[src/rtl/bcd_conv_pkg.sv]
// Shared constants and FSM encoding for the BCD-to-binary converter.
package bcd_conv_pkg;

  typedef enum logic [1:0] {
    IDLE  = 2'd0,
    SHIFT = 2'd1,
    DONE  = 2'd2
  } state_t;

  localparam logic [3:0] ADJ_THRESH = 4'd8;
  localparam logic [3:0] ADJ_CORR   = 4'd3;
  localparam logic [3:0] MAX_DIGIT  = 4'd9;

  localparam int unsigned DEF_DIGITS = 3;
  localparam int unsigned DEF_BIN_W  = 10;

endpackage

[src/rtl/bcd_digit_adjust.sv]
// One BCD nibble correction step of reverse double-dabble: subtract 3 when >= 8.
module bcd_digit_adjust
  import bcd_conv_pkg::*;
(
  input  logic [3:0] digit,
  output logic [3:0] adjusted_c
);

  always_comb begin
    adjusted_c = digit;
    if (digit >= ADJ_THRESH) adjusted_c = digit - ADJ_CORR;
  end

endmodule

[src/rtl/bcd_to_binary_converter.sv]
// Sequential packed-BCD to binary converter using reverse double-dabble,
// one shift/adjust per clock for BIN_W clocks.
module bcd_to_binary_converter
  import bcd_conv_pkg::*;
#(
  parameter int unsigned DIGITS = DEF_DIGITS,
  parameter int unsigned BIN_W  = DEF_BIN_W
) (
  input  logic                  clk,
  input  logic                  rst,
  input  logic                  start,
  input  logic [4*DIGITS-1:0]   bcd_input,
  output logic                  busy,
  output logic                  done,
  output logic [BIN_W-1:0]      binary_output,
  output logic                  invalid
);

  localparam int unsigned BCD_W = 4 * DIGITS;
  localparam int unsigned CNT_W = $clog2(BIN_W + 1);

  state_t             state;
  logic [BCD_W-1:0]   bcd_reg;
  logic [BIN_W-1:0]   acc;
  logic [CNT_W-1:0]   cnt;

  logic [BCD_W-1:0]   bcd_sh_c;
  logic [BCD_W-1:0]   bcd_adj_c;
  logic [BIN_W-1:0]   acc_sh_c;
  logic               in_valid_c;

  function automatic logic digits_valid(input logic [BCD_W-1:0] v);
    logic ok;
    ok = 1'b1;
    for (int unsigned i = 0; i < DIGITS; i++) begin
      if (v[4*i +: 4] > MAX_DIGIT) ok = 1'b0;
    end
    return ok;
  endfunction

  assign in_valid_c = digits_valid(bcd_input);

  // The BCD field's lsb falls into the accumulator msb on every shift.
  assign {bcd_sh_c, acc_sh_c} = {bcd_reg, acc} >> 1;

  for (genvar g = 0; g < DIGITS; g++) begin : g_adj
    bcd_digit_adjust u_adj (
      .digit      (bcd_sh_c[4*g +: 4]),
      .adjusted_c (bcd_adj_c[4*g +: 4])
    );
  end

  always_ff @(posedge clk or posedge rst) begin
    if (rst) begin
      state         <= IDLE;
      bcd_reg       <= '0;
      acc           <= '0;
      cnt           <= '0;
      busy          <= 1'b0;
      done          <= 1'b0;
      invalid       <= 1'b0;
      binary_output <= '0;
    end else begin
      case (state)
        IDLE: begin
          if (start) begin
            bcd_reg <= bcd_input;
            acc     <= '0;
            cnt     <= '0;
            busy    <= 1'b1;
            if (in_valid_c) begin
              state <= SHIFT;
            end else begin
              state         <= DONE;
              invalid       <= 1'b1;
              binary_output <= '0;
              done          <= 1'b1;
            end
          end
        end
        SHIFT: begin
          bcd_reg <= bcd_adj_c;
          acc     <= acc_sh_c;
          cnt     <= cnt + CNT_W'(1);
          if (cnt == CNT_W'(BIN_W - 1)) begin
            binary_output <= acc_sh_c;
            invalid       <= 1'b0;
            done          <= 1'b1;
            state         <= DONE;
          end
        end
        DONE: begin
          done  <= 1'b0;
          busy  <= 1'b0;
          state <= IDLE;
        end
        default: begin
          done  <= 1'b0;
          busy  <= 1'b0;
          state <= IDLE;
        end
      endcase
    end
  end

endmodule

[config.mk]
export PLATFORM = sky130hd
export DESIGN_NAME = bcd_to_binary_converter
export DESIGN_NICKNAME = d
export VERILOG_FILES = /design/src/rtl/bcd_conv_pkg.sv /design/src/rtl/bcd_digit_adjust.sv /design/src/rtl/bcd_to_binary_converter.sv
export SDC_FILE = /design/constraint.sdc
export NUM_CORES = 1
export LEC_CHECK = 0
export CORE_ASPECT_RATIO = 0.9
export CORE_MARGIN = 2
export CORE_UTILIZATION = 45
export DETAILED_ROUTE_END_ITERATION = 10
export PLACE_DENSITY = 0.8
export SLEW_MARGIN = 20
export SYNTH_ARGS = -nofsm -noshare
export SYNTH_HDL_FRONTEND = slang
export SYNTH_SLANG_ARGS = --single-unit
[constraint.sdc]
create_clock -name clk -period 2.1 [get_ports clk]
set_input_delay 0.42 -clock clk [delete_from_list [all_inputs] [get_ports clk]]
set_output_delay 0.42 -clock clk [all_outputs]
set_load 0.01 [all_outputs]
# == Word-level counts from Yosys, hierarchy flattened ==
# Cells that the tools add are included.
# totals
regBits,41
input_bits,15
output_inout_bits,13
wordCells,59
# op_classes
mux,28
magnitude_cmp,6
bitwise_logic,1
eq_ne,5
n_addsub,4
n_reduce_logical,7
# op_table
cell,n
$mux W10,4
$pmux W10 S2,2
$pmux W12 S2,1
$mux W4,4
$gt A4 B4 Y1 const B,3
$mux W12,1
$ge A4 B4 Y1 const B,2
$mux W1,8
$pmux W4 S2,1
$sub A4 B2 Y4 const B,2
$mux W2,3
$ne A2 B2 Y1 const B,3
$pmux W1 S2,3
$reduce_and A2 Y1,3
$add A4 B1 Y4 const B,1
$eq A4 B4 Y1 const B,1
$ge A3 B4 Y1 const B,1
$pmux W2 S2,1
$reduce_and A4 Y1,1
$sub A3 B2 Y4 const B,1
$reduce_and A3 Y1,1
$eq A2 B1 Y1 const B,1
$logic_not A2 Y1,1
$reduce_bool A2 Y1,1
$not A1 Y1,1

# == Depth between registers and ports, before layout ==
# depth
ltp_word,7
mapped_depth,6
mapped_depth_nobuf,5

# == Cells and area by module ==
# A second synthesis with hierarchy kept.
# unflattened
cells_unflattened,178
area_unflattened_um2,1935.6
# modules_own_cells
module,cells_per_inst,area_each_um2,n_inst,seq_area_each_um2
bcd_to_binary_converter,145,1706.6,1,1001.0
bcd_digit_adjust,11,76.3,3,0.0

# == Worst setup path before layout ==
# Ideal clock, no wire load.
# synth_path
path_kind,register -> register
from,reg state[0]
to,reg binary_output[4]
t_required_ns,1.974
synth_period_minus_slack_ns,1.397
setup_ns,0.126
path_slack_ns,0.703
arrival_time_ns,1.270
stages_incl_launch_ff,6
n_path_buf,2
path_cell_list,dfrtp_1 -> buf_6 -> or3b_4 -> a31oi_2 -> buf_6 -> o21ai_0
# synth_between
elab_chain_len,3
elab_cells_between_ends,8
classes_between,4 x eq/ne; 1 x mux; 3 x reduce/logical
# synth_rtl
item,line,source
"start, declared",bcd_to_binary_converter.sv:22,state_t state;
"start signal, assigned",bcd_to_binary_converter.sv:55,state <= IDLE;
"start signal, assigned",bcd_to_binary_converter.sv:72,state <= SHIFT;
"start signal, assigned",bcd_to_binary_converter.sv:74,state <= DONE;
$eq A2 B1 Y1 / $logic_not A2 Y1 (equally long branches),bcd_to_binary_converter.sv:64,case (state)
$ne A2 B2 Y1 (no line) / $reduce_bool A2 Y1 (equally long branches),-,
$reduce_and A4 Y1 (no line),-,
"end signal, assigned",bcd_to_binary_converter.sv:86,binary_output <= acc_sh_c;
"end, declared",bcd_to_binary_converter.sv:15,"output logic [BIN_W-1:0] binary_output,"
# Parallel ways exist; a longest one is shown, timed or not.
# A chain may end at the register's enable or synchronous reset.

# == Worst setup path in the final report ==
# layout_path
from,in start
to,reg binary_output[4]
# layout_between
elab_chain_len,2
# layout_rtl
item,line,source
"start, declared",bcd_to_binary_converter.sv:11,"input logic start,"
$ne A2 B2 Y1 (no line),-,
$reduce_and A4 Y1 (no line),-,
# No other way between the ends.

==> flow_metrics.py <==
metrics = {
    "setup_path": {
        "rrSetupSlack_ns": 0.47,
        "crit_slowest_cell": "clkdlybuf4s50_1",
        "r2r_start": "state[0]",
        "crit_buf_inv": 2,
        "crit_family": "buffers and inverters",
        "path_class": "input pin to flop",
        "critPathCaptureType": "flop",
        "cp.arrival_ns": 1.80,
        "critPathRequiredTime_ns": 2.27,
        "critPathMaxFanout": 13,
        "crit_start": "start",
        "slowest_delay_ns": 0.52,
        "r2r_cells": 4,
        "worstPathCellList": "clkdlybuf4s50_1 -> or3b_4 -> a31oi_2 -> buf_4 -> o21ai_0",
        "critPathLaunchType": "input pin",
        "timing.rr.end": "binary_output[4]",
    },
    "placement": {
        "hpwlAfterDp_mm": 2.73,
        "dp_cells": 258,
        "portBuffers": 27,
        "place_congestion": 0.825,
        "placed_area_um2": 2250,
        "pre_cts_ws_ns": 0.165,
    },
    "cells_and_area": {
        "largest_reg_flops": 12,
        "layout-drive-gt1-share_pct": 11.0,
        "fin_cells": 266,
        "fin_util_pct": 57.8,
        "area_growth_pct": 24.0,
        "diodes": 0,
        "fin_area_um2": 2350,
        "nets": 238,
    },
    "routing": {
        "post_drt_wl_per_cell_um": 15.5,
        "drtIter0Drc": 108,
        "remaining_drc_errors": 0,
        "drt_wl_total_mm": 4.12,
        "vias": 1488,
        "dr.pass1.iters": 4,
        "ant_nets": 0,
        "via_per_inst": 5.59,
    },
    "grt": {
        "grt-busiest-layer": "met2",
        "met2_usage_pct": 29.4,
        "grt_first_pass_wirelength_mm": 7.16,
        "grt_use_total_pct": 19.6,
        "grt_pass1_vias": 1486,
        "antenna_found_initial": 0,
        "met1_usage_pct": 28.0,
        "grtUsageMet3_pct": 4.60,
        "grt_max_degree": 41,
        "overflow": 0,
    },
    "timing": {
        "worst_slack_ns": 0.463,
        "rsz0062_at_grt": "no",
        "tightest_slew_ns": 0.538,
        "fin_setup_tns_ns": 0,
        "whs_ns": 0.482,
        "slew_viol_final": 0,
        "skew_ns": 0.00855,
        "post-route-period-util_pct": 78.0,
        "final_hold_viol_count": 0,
        "clock.fmax_mhz": 611,
        "finalSetupViolations": 0,
        "relSlewSlack_pct": 64.1,
        "min_period_ns": 1.64,
    },
    "power": {
        "pwr-share-comb_pct": 33.6,
        "ir_worst_vdd_v": 0.000742,
        "power.internal_mw": 1.75,
        "power.total_mw": 2.73,
        "pwr-share-seq_pct": 43.7,
        "p_sw_uw": 979,
        "swShare_pct": 35.9,
        "p_per_area_nw_per_um2": 1160,
        "p_clk_share_pct": 22.7,
        "leakage_nw": 1.04,
    },
    "logic_synthesis": {
        "synth-edff-count": 0,
        "synth_cells": 184,
        "netlist.top_cell.by_area": "dfrtp_1",
        "syn_avg_cell_area_um2": 10.3,
        "synth_cell_types": 35,
        "synth.top_cell.area_share_pct": 52.7,
        "synth_seq_cells": 40,
        "synth-seq-area-share_pct": 52.7,
        "async_reset_ff_share_pct": 100,
        "synth_ff_type": "dfrtp_1",
        "yosysMostFrequentCell": "dfrtp_1",
        "yosys_warnings": 0,
        "synth_nets": 205,
        "netlist_area_um2": 1900,
        "yosys-top-cells-count": "dfrtp_1 (40), o21ai_0 (31), nand2_1 (13)",
        "synthTopCellsByArea": "dfrtp_1 (53%), o21ai_0 (8.2%), a22o_1 (4.2%), ha_1 (4.0%), nand3_1 (3.2%)",
    },
    "cts": {
        "cts_resized": 0,
        "htreeDepth": 2,
        "root_buffer": "clkbuf_8",
        "numCtsBuffers": 5,
        "clkTransAtPathRegs_ns": 0.08,
        "clock-sinks": 40,
        "post-cts-setup-buffer-count": 0,
        "cts_tree": "built",
        "clkLatencyLatePin_ns": 0.29,
        "cts.path.max_buffers": 2,
        "cts_hold_buffers": 0,
    },
    "outcome": {
        "status": "finished clean",
    },
    "floorplan": {
        "fp.dieW_um": 72.5,
        "num_rows": 22,
        "start_util_pct": 46.6,
        "core_um2": 4070,
        "io_pins": 28,
        "die_h_um": 65.6,
        "die_area_um2": 4760,
    },
    "min_path": {
        "min_path_type": "flop to flop",
        "holdPathStages": 1,
        "hold_end": "invalid",
        "holdCritStartpoint": "invalid",
    },
    "flow_run": {
        "maxCapViolations": 0,
    },
}
routing by layer:
metal,vias to the layer above,routed length [um],share of wire (%)
met2,34,1890,46
met5,-,0,0
met4,0,53,1.3
li1,724,-,-
met1,725,1930,47
met3,5,241,5.9
final cells by class:
type | count | area [um^2]
sequential | 40 | 1000
timing repair buffer | 38 | 353
multi-input combinational | 122 | 796
clock inverter | 2 | 35.0
fill | 366 | 1720
tap | 48 | 60.1
inverter | 10 | 37.5
clock buffer | 6 | 72.6
worst register-to-register path, cell delays in order, from the launching register on:
cell	delay (ns)
dfrtp_1	0.58
or3b_4	0.48
a31oi_2	0.14
buf_4	0.20
o21ai_0	0.11
power by group through the flow:
stage	combinational, mW	sequential (mW)	clock, mW
2_1_floorplan	0.700	1.12	0
3_3_place_gp	0.872	1.20	0
3_5_place_dp	0.904	1.20	0
4_1_cts	0.920	1.19	0.628
5_1_grt	1.03	1.23	0.668
6_report	0.917	1.19	0.618
cells in the final DEF, fill, tap and decap left out, types with 2 or more instances in the layout:
| master | Yosys | final |
|---|---|---|
| a32oi_1 | 2 | 2 |
| nor2_1 | 3 | 3 |
| nand2_1 | 13 | 13 |
| a21o_1 | 2 | 2 |
| o31ai_1 | 2 | 2 |
| clkbuf_8 | 0 | 5 |
| a22oi_1 | 7 | 7 |
| o22ai_1 | 2 | 2 |
| xnor2_1 | 2 | 2 |
| o21ai_1 | 3 | 3 |
| xor2_1 | 2 | 2 |
| nor2b_1 | 5 | 5 |
| buf_4 | 0 | 11 |
| clkdlybuf4s50_1 | 0 | 27 |
| dfrtp_1 | 40 | 40 |
| a31oi_1 | 3 | 3 |
| o21ai_0 | 31 | 31 |
| nand3_1 | 12 | 12 |
| inv_1 | 10 | 10 |
| a22o_1 | 9 | 9 |
| nand2b_1 | 2 | 2 |
| a21oi_1 | 3 | 3 |
| ha_1 | 6 | 6 |
| mux2_2 | 2 | 2 |
kinds of logic after synthesis:
group           synth area share (%)
fa+ha+maj                       3.95
buf+inv                         5.40
flops                           52.7
compound gates                  23.5
mux                             1.71
simple gates                    10.9
xor+xnor                        1.84
how the worst max path moves through the flow:
stage,endpoint,slack [ns],cells past startpoint
global route,bcd_reg[7],0.34,3
detailed placement,binary_output[9],0.17,5
floorplan,binary_output[4],0.70,5
global placement,binary_output[6],0.18,5
finish,binary_output[4],0.46,5
CTS,bcd_reg[7],0.46,3
Note: power is estimated with default switching activity, not from simulation.
